===== config.mk =====
export PLATFORM = sky130hd
export DESIGN_NAME = fir_tap_scheduler
export DESIGN_NICKNAME = d
export VERILOG_FILES = /design/src/rtl/fir_tap_scheduler.sv
export SDC_FILE = /design/constraint.sdc
export NUM_CORES = 2
export LEC_CHECK = 0
export BUFFER_PORTS_ARGS = -buffer_cell sky130_fd_sc_hd__buf_2
export CAP_MARGIN = 20
export CORE_UTILIZATION = 33
export CTS_CLUSTER_DIAMETER = 200
export DETAILED_ROUTE_END_ITERATION = 6
export GPL_TIMING_DRIVEN = 0
export REMOVE_ABC_BUFFERS = 1
export SKIP_CTS_REPAIR_TIMING = 1
export SYNTH_ARGS = -nofsm -noshare
export SYNTH_HDL_FRONTEND = slang
export SYNTH_SLANG_ARGS = --single-unit

===== constraint.sdc =====
create_clock -name clk -period 14.4 [get_ports clk]
set_clock_uncertainty 0.05 [all_clocks]
set_input_delay 1.44 -clock clk [delete_from_list [all_inputs] [get_ports clk]]
set_output_delay 1.44 -clock clk [all_outputs]
set_load 0.1 [all_outputs]

===== src/rtl/fir_tap_scheduler.sv =====
// fir_tap_scheduler: full linear convolution of a streamed frame with TAPS coefficients,
// sequenced over one shared multiply-accumulate.
module fir_tap_scheduler #(
    parameter int TAPS  = 20,
    parameter int DW    = 16,
    parameter int AW    = 5,
    parameter int ACC_W = 40,
    parameter int SHIFT = 15
) (
    input  logic          clk,
    input  logic          rst,
    input  logic          start,
    input  logic [15:0]   frame_len,
    input  logic          coef_we,
    input  logic [AW-1:0] coef_addr,
    input  logic [DW-1:0] coef_wdata,
    input  logic          in_valid,
    input  logic [DW-1:0] in_data,
    output logic          in_ready,
    output logic          out_valid,
    output logic [DW-1:0] out_data,
    output logic          out_last,
    input  logic          out_ready,
    output logic          busy,
    output logic          done
);
    localparam int PW = $clog2(TAPS);
    localparam int CW = $clog2(TAPS + 1);
    localparam logic [PW-1:0] K_LAST = PW'(TAPS - 1);
    localparam logic [PW-1:0] K_MOD  = PW'(TAPS);
    localparam logic [CW-1:0] W_FULL = CW'(TAPS);
    localparam logic [AW:0]   A_LIM  = (AW + 1)'(TAPS);
    localparam logic signed [ACC_W-1:0] MAXV = {{(ACC_W - DW + 1){1'b0}}, {(DW - 1){1'b1}}};
    localparam logic signed [ACC_W-1:0] MINV = {{(ACC_W - DW + 1){1'b1}}, {(DW - 1){1'b0}}};

    typedef enum logic [2:0] {IDLE, ACCEPT, MAC, SAT, OUT, FLUSH} state_t;

    state_t state, nxt;
    logic signed [DW-1:0] coef [TAPS];
    logic signed [DW-1:0] smp [TAPS];
    logic [PW-1:0] wp, k, idx;
    logic [CW-1:0] wc;
    logic [15:0] n, sc;
    logic [16:0] oc, last_oc;
    logic signed [ACC_W-1:0] acc, term, sh;
    logic signed [2*DW-1:0] prod;
    logic [DW-1:0] sat_val;
    logic wr;

    assign in_ready = state == ACCEPT;
    assign busy     = state != IDLE;
    assign wr       = state == FLUSH || (state == ACCEPT && in_valid);
    assign last_oc  = {1'b0, n} + 17'(TAPS - 2);

    // wc counts buffer writes this frame, so taps reaching older slots see zero, not stale data
    always_comb begin
        idx     = wp >= k ? wp - k : wp + K_MOD - k;
        prod    = coef[k] * smp[idx];
        term    = CW'(k) < wc ? ACC_W'(prod) : '0;
        sh      = acc >>> SHIFT;
        sat_val = sh > MAXV ? MAXV[DW-1:0] : sh < MINV ? MINV[DW-1:0] : sh[DW-1:0];
    end

    always_comb begin
        nxt = state;
        case (state)
            IDLE:    nxt = start && frame_len != 16'd0 ? ACCEPT : IDLE;
            ACCEPT:  nxt = in_valid ? MAC : ACCEPT;
            FLUSH:   nxt = MAC;
            MAC:     nxt = k == K_LAST ? SAT : MAC;
            SAT:     nxt = OUT;
            OUT:     nxt = !out_ready ? OUT : out_last ? IDLE : sc < n ? ACCEPT : FLUSH;
            default: nxt = IDLE;
        endcase
    end

    always_ff @(posedge clk) begin
        if (rst) state <= IDLE;
        else     state <= nxt;
    end

    // Coefficient and sample storage are deliberately not reset
    always_ff @(posedge clk) begin
        if (!rst && state == IDLE && coef_we && {1'b0, coef_addr} < A_LIM)
            coef[coef_addr[PW-1:0]] <= coef_wdata;
        if (!rst && wr)
            smp[wp] <= state == FLUSH ? '0 : in_data;
    end

    always_ff @(posedge clk) begin
        if (rst) begin
            out_valid <= 1'b0;
            out_data  <= '0;
            out_last  <= 1'b0;
            done      <= 1'b0;
            wp        <= '0;
            k         <= '0;
            wc        <= '0;
            n         <= '0;
            sc        <= '0;
            oc        <= '0;
            acc       <= '0;
        end else begin
            done <= 1'b0;
            if (wr) begin
                wc  <= wc == W_FULL ? wc : wc + CW'(1);
                acc <= '0;
            end
            case (state)
                IDLE: if (start) begin
                    done <= frame_len == 16'd0;
                    n    <= frame_len != 16'd0 ? frame_len : n;
                    sc   <= '0;
                    oc   <= '0;
                    wc   <= '0;
                end
                ACCEPT: if (in_valid) sc <= sc + 16'd1;
                MAC: begin
                    acc <= acc + term;
                    k   <= k == K_LAST ? '0 : k + PW'(1);
                    if (k == K_LAST) wp <= wp == K_LAST ? '0 : wp + PW'(1);
                end
                SAT: begin
                    out_data  <= sat_val;
                    out_valid <= 1'b1;
                    out_last  <= oc == last_oc;
                end
                OUT: if (out_ready) begin
                    out_valid <= 1'b0;
                    out_last  <= 1'b0;
                    oc        <= oc + 17'd1;
                    done      <= out_last;
                end
                default: ;
            endcase
        end
    end
endmodule

**After elaboration in Yosys (flattened, before gate mapping)**

Memories as Yosys holds them, arrays and structs flattened. A register that Yosys moved wholly into a read port is not among the register bits.
Index checks and enable logic that the tools add are counted.

- Output and inout port bits: 21
- Logic and storage cells: 102
- ROM bits: 0
- Input port bits: 59
- Latch bits: 0
- Bits in registers: 126
- Memories: 2
- Bits in writable memories: 640

Memory list:

| name | depth | width | read ports | clocked after Yosys merged registers in | wr ports | RTL line | source |
|---|---|---|---|---|---|---|---|
| coef | 20 | 16 | 1 | 1 | 1 | 39 | `logic signed [DW-1:0] coef [TAPS];` |
| smp | 20 | 16 | 1 | 0 | 1 | 40 | `logic signed [DW-1:0] smp [TAPS];` |

- Mux-type cells: 38
- Equal/unequal tests: 12
- Add/subtract/negate cells: 10
- $lt $le $gt $ge: 6
- Bitwise logic cells: 0
- Shift operators: 0
- Reduce and logical (&&, ||, !) cells: 21
- Divide/modulo/power cells: 0
- Multiply operators: 1

Operators by type and width:

| cell | count |
|---|---|
| $mux W40 | 3 |
| $mux W16 | 5 |
| $mux W5 | 9 |
| $add A40 B40 Y40 | 1 |
| $mux W17 | 2 |
| $pmux W17 S2 | 1 |
| $mul A16 B16 Y32 | 1 |
| $pmux W16 S2 | 1 |
| $gt A25 B16 Y1 const B | 1 |
| $lt A25 B16 Y1 const B | 1 |
| $pmux W3 S6 | 1 |
| $add A16 B5 Y17 const B | 1 |
| $add A17 B1 Y17 const B | 1 |
| $eq A17 B17 Y1 | 1 |
| $add A16 B1 Y16 const B | 1 |
| $logic_not A16 Y1 | 1 |
| $lt A16 B16 Y1 | 1 |
| $reduce_bool A16 Y1 | 1 |
| $add A5 B1 Y5 const B | 3 |
| $eq A5 B5 Y1 const B | 3 |
| $sub A5 B5 Y5 | 2 |
| $mux W1 | 9 |
| $mux W3 | 3 |
| $reduce_and A3 Y1 | 3 |
| 17 further kinds | 32 |

**Logic depth before layout (Yosys ltp)**

An unclocked memory read counts as a cell.

- Depth in word-level cells: 8
- Mapped depth: 51
- Gate-level depth less buffers: 47

**Least setup slack after synthesis**

OpenSTA, ideal clock, no wires.

- Path kind: flip-flop to flip-flop
- From: register wp[2]
- To: register acc[36]
- Setup time: 74 ps
- Stages on the path, launching flop included: 44
- Data required time: 14276 ps
- Clock period less this slack: 10909 ps
- Data arrival time: 10785 ps
- Slack: 3491 ps
- Buffers on the path: 4
- Cells stage by stage: dfxtp_1 -> clkbuf_1 -> inv_1 -> ha_1 -> fa_1 -> o21ai_1 -> buf_6 -> buf_4 -> mux4_2 -> mux4_2 -> mux2i_4 -> buf_2 -> nor2_1 -> fa_1 -> inv_1 -> fa_1 -> fa_1 -> inv_1 -> (+8 left out) -> o2111ai_1 -> o21ai_1 -> o21ai_1 -> nand3b_1 -> a21o_1 -> a211oi_1 -> o21bai_1 -> a21oi_1 -> xor2_1 -> nor2_1 -> ha_1 -> a2111oi_0 -> o2bb2ai_1 -> o221ai_2 -> and2_1 -> nand3_1 -> a211o_1 -> o21ai_0

- Cells in the longest elaborated chain, start to end: 8
- Elaborated cells between the ends (all ways): 10
- Classes of those cells: add/sub: 4; mul: 1; order compare: 1; mux: 3; memory: 1

RTL lines:

| element | RTL line | source |
|---|---|---|
| from (decl) | 41 | `logic [PW-1:0] wp, k, idx;` |
| from (signal assigned) | 121 | `if (k == K_LAST) wp <= wp == K_LAST ? '0 : wp + PW'(1);` |
| $add A5 B5 Y5 | 57 | `idx = wp >= k ? wp - k : wp + K_MOD - k;` |
| $sub A5 B5 Y5 | 57 |  |
| $mux W5 * | 57 |  |
| $mem_v2 Z20 W16 * | - |  |
| $mul A16 B16 Y32 * | 58 | `prod = coef[k] * smp[idx];` |
| $mux W40 * | 59 | `term = CW'(k) < wc ? ACC_W'(prod) : '0;` |
| $add A40 B40 Y40 * | 119 | `acc <= acc + term;` |
| $mux W40 * | 109 | `case (state)` |
| to (signal assigned) | 119 |  |
| to (decl) | 45 | `logic signed [ACC_W-1:0] acc, term, sh;` |

Every way passes the cells marked *; elsewhere a longest branch is shown, timed or not.
A chain may end at the register's enable or synchronous reset.

**Worst setup path in the final report**

- From: register wp[0]
- To: register acc[36]

The elaborated chain is that of the path after synthesis.

==> results.toml <==
[critical_path]
start_point_of_the_critical_path = "wp[0]"
r2r_end = "acc[36]"
worstPathArrival_ns = 13.76
critical_path.slowest_cell = "sky130_fd_sc_hd__mux2i_2"
rr_worst_depth = 44
worstSetupStartpointType = "flip-flop"
crit_top_cell = "sky130_fd_sc_hd__fa_1"
critPathMaxFanout = 41
reg2reg_setup_slack_ns = 1.20
critical_path_endpoint_category = "flip-flop"
capturing_instance_or_port_of_the_critical_path = "acc[36]"
r2r_start = "wp[0]"
critical_path.max_stage_delay_ns = 0.87
worst-endpoint-required_ns = 14.96
critical_path_class = "flip-flop to flip-flop"

[synth]
number_of_standard_cells_after_synthesis = 3140
avgSynthCellArea_um2 = 13.5
synth-edff-count = 640
yosysWarningCount = 0
synth_cell_types = 72
yosys.cell_count.top_type = "sky130_fd_sc_hd__edfxtp_1"
count_of_state_elements_after_synthesis = 771
post-synth-top-area-fraction = 0.452
netlist_top_cells_area = "sky130_fd_sc_hd__edfxtp_1, sky130_fd_sc_hd__fa_1, sky130_fd_sc_hd__mux4_2"
syn-cell-area_um2 = 42500
yosys-top-cells-count = "sky130_fd_sc_hd__edfxtp_1, sky130_fd_sc_hd__inv_1, sky130_fd_sc_hd__nor2_1"
yosysTopAreaCell = "sky130_fd_sc_hd__edfxtp_1"
ys_dominant_reg_cell = "sky130_fd_sc_hd__edfxtp_1"
synth.yosys.seq_area_share = 0.514
async_flop_share = 0

[placed_design]
gpl.final_weighted_congestion = 0.877
place.port_buffers = 79
dp_hpwl_um = 70400

[route]
drcViolationCount = 0
first_iter_violations = 1945
routed_via_count = 25000
final_wirelength_um = 98000
via_per_inst = 5.01
drt.antenna.violating_nets = 0
detail_route.wl_per_cell_um = 19.6
first_pass_iters = 7

[sta]
finalHoldViolations = 0
slew_headroom = 0.239
layout_min_cycle_time_ns = 13.20
tightestPinTransition_ns = 1.12
grt_setup_unrepaired = "no"
fin_crit_sh = 0.917
setup_violations = 0
max_freq_mhz = 75.7
whs_ns = 0.419
finalMaxSlewViolations = 0

[clock_tree]
clock_path_buffers = 3
cts_max_level = 3
cts_sinks = 771
cts_inserted_buffers = 83
ctsRootBufferMaster = "sky130_fd_sc_hd__clkbuf_16"
clock_pin_transition_on_the_worst_setup_and_hold_timing_paths_ns = 0.06
clock_tree_from_tritoncts = "built"
clock_insertion_delay_worst_skew_ns = 0.68

[floorplan]
die_w_um = 361
core_um2 = 128000
floorplan.die.height_um = 361
io-pin-count = 80
fp.dieArea_um2 = 130000
core.rowCount = 131
floorplan.initialDensity = 0.333

[global_routing]
grt_max_degree = 58
grt_pass1_wl_um = 153000
total_routing_usage_gr = 0.153
grt_remaining_overflow = 0
first_global_vias = 25500
initial_antenna_violation_count = 9

[finish]
finalNetCount = 3741
antenna_cells = 0
share_of_post_route_cells_with_drive_strength_above_1 = 0.173
syn_to_final_growth_pct = 14.6

[status]
run_status = "finished, final reports clean"

[flow_run]
drv.max_cap_violation_count = 0

[worst_hold_path]
timing.hold.worst.class = "flip-flop to flip-flop"
per-layer routing:
| metal | GRT usage | wire length, um | part of all wire |
|---|---|---|---|
| met1 | 0.211 | 44000 | 0.45 |
| met2 | 0.248 | 46800 | 0.48 |
| met3 | 0.0278 | 5560 | 0.057 |
| met4 | 0.0379 | 1610 | 0.016 |
| met5 | 0 | 62 | 0.00063 |
area by class of cell:
type / instances / area (um^2)
Sequential cell: 771 / 21900
Tap cell: 1662 / 2080
Timing Repair Buffer: 154 / 1730
Clock buffer: 97 / 2160
Multi-Input combinational cell: 1887 / 18900
Inverter: 365 / 1370
Clock inverter: 54 / 613
Fill cell: 11900 / 79000
critical path, delay by kind of cell, from the launching register on:
| family | cells | cell delay (ns) |
|---|---|---|
| DFF | 1 | 0.43 |
| muxes | 3 | 1.94 |
| and+or+nand+nor | 8 | 1.12 |
| AOI/OAI and AO/OA | 15 | 3.77 |
| adders and majority gates | 9 | 4.32 |
| buffers and inverters | 8 | 1.26 |
| xor gates and xnor gates | 1 | 0.18 |
cell usage in the layout, fill, tap and decap left out, types with 35 or more instances in the layout:
master                      Yosys  final
sky130_fd_sc_hd__nand2_1      190    190
sky130_fd_sc_hd__buf_2         16     78
sky130_fd_sc_hd__clkbuf_16      0     83
sky130_fd_sc_hd__xnor2_1       56     56
sky130_fd_sc_hd__a21oi_1      121    120
sky130_fd_sc_hd__nor2_2         0     35
sky130_fd_sc_hd__xor2_1        49     49
sky130_fd_sc_hd__nor2_1       313    278
sky130_fd_sc_hd__mux4_2       192    192
sky130_fd_sc_hd__edfxtp_1     640    640
sky130_fd_sc_hd__ha_1         152    151
sky130_fd_sc_hd__nand3_1       50     50
sky130_fd_sc_hd__nor3_1        56     50
sky130_fd_sc_hd__inv_1        362    362
sky130_fd_sc_hd__dfxtp_1      131    127
sky130_fd_sc_hd__o21ai_0       71     70
sky130_fd_sc_hd__fa_1         268    267
worst min-delay path by stage:
stage	from	endpoint	slack [ns]	cells past startpoint
finish	acc[6]	acc[6]	0.42	2
global route	acc[6]	acc[6]	0.44	2
CTS	acc[13]	acc[13]	0.42	2
detailed placement	acc[13]	acc[13]	0.41	2
global placement	acc[13]	acc[13]	0.41	2
floorplan	acc[11]	acc[11]	0.39	2
registers in the layout, summed over array words and instances, names as in the netlist, 3 cells and up, named ones only:
register  count
acc          40
coef        320
sc           16
oc           17
state         3
smp         320
n            16
wc            5
wp            5
out_data     16
k             5
metrics by stage:
stage / setup WS (ns) / instances / util / instance area (um^2) / setup TNS, ns
floorplan: -2.12 / 3023 / - / 42000 / -37.24
global placement: -6.87 / 4764 / 0.348 / 44400 / -192.01
detailed placement: 1.14 / 4835 / 0.360 / 45900 / 0
CTS: 1.10 / 4986 / 0.381 / 48700 / 0
global route: 0.402 / 4990 / 0.382 / 48700 / 0
finish: 1.20 / 4990 / 0.382 / 48700 / 0
cells by family after synthesis:
logic type | synth area share
AOI/OAI and AO/OA | 0.0479
DFF | 0.514
adders and majority gates | 0.171
buffers and inverters | 0.0452
and+or+nand+nor | 0.0822
xor gates and xnor gates | 0.0216
muxes | 0.118
Power is left out: the tool's default activity adds up to more than one toggle a clock period on the data nets, which glitch-free logic cannot reach.
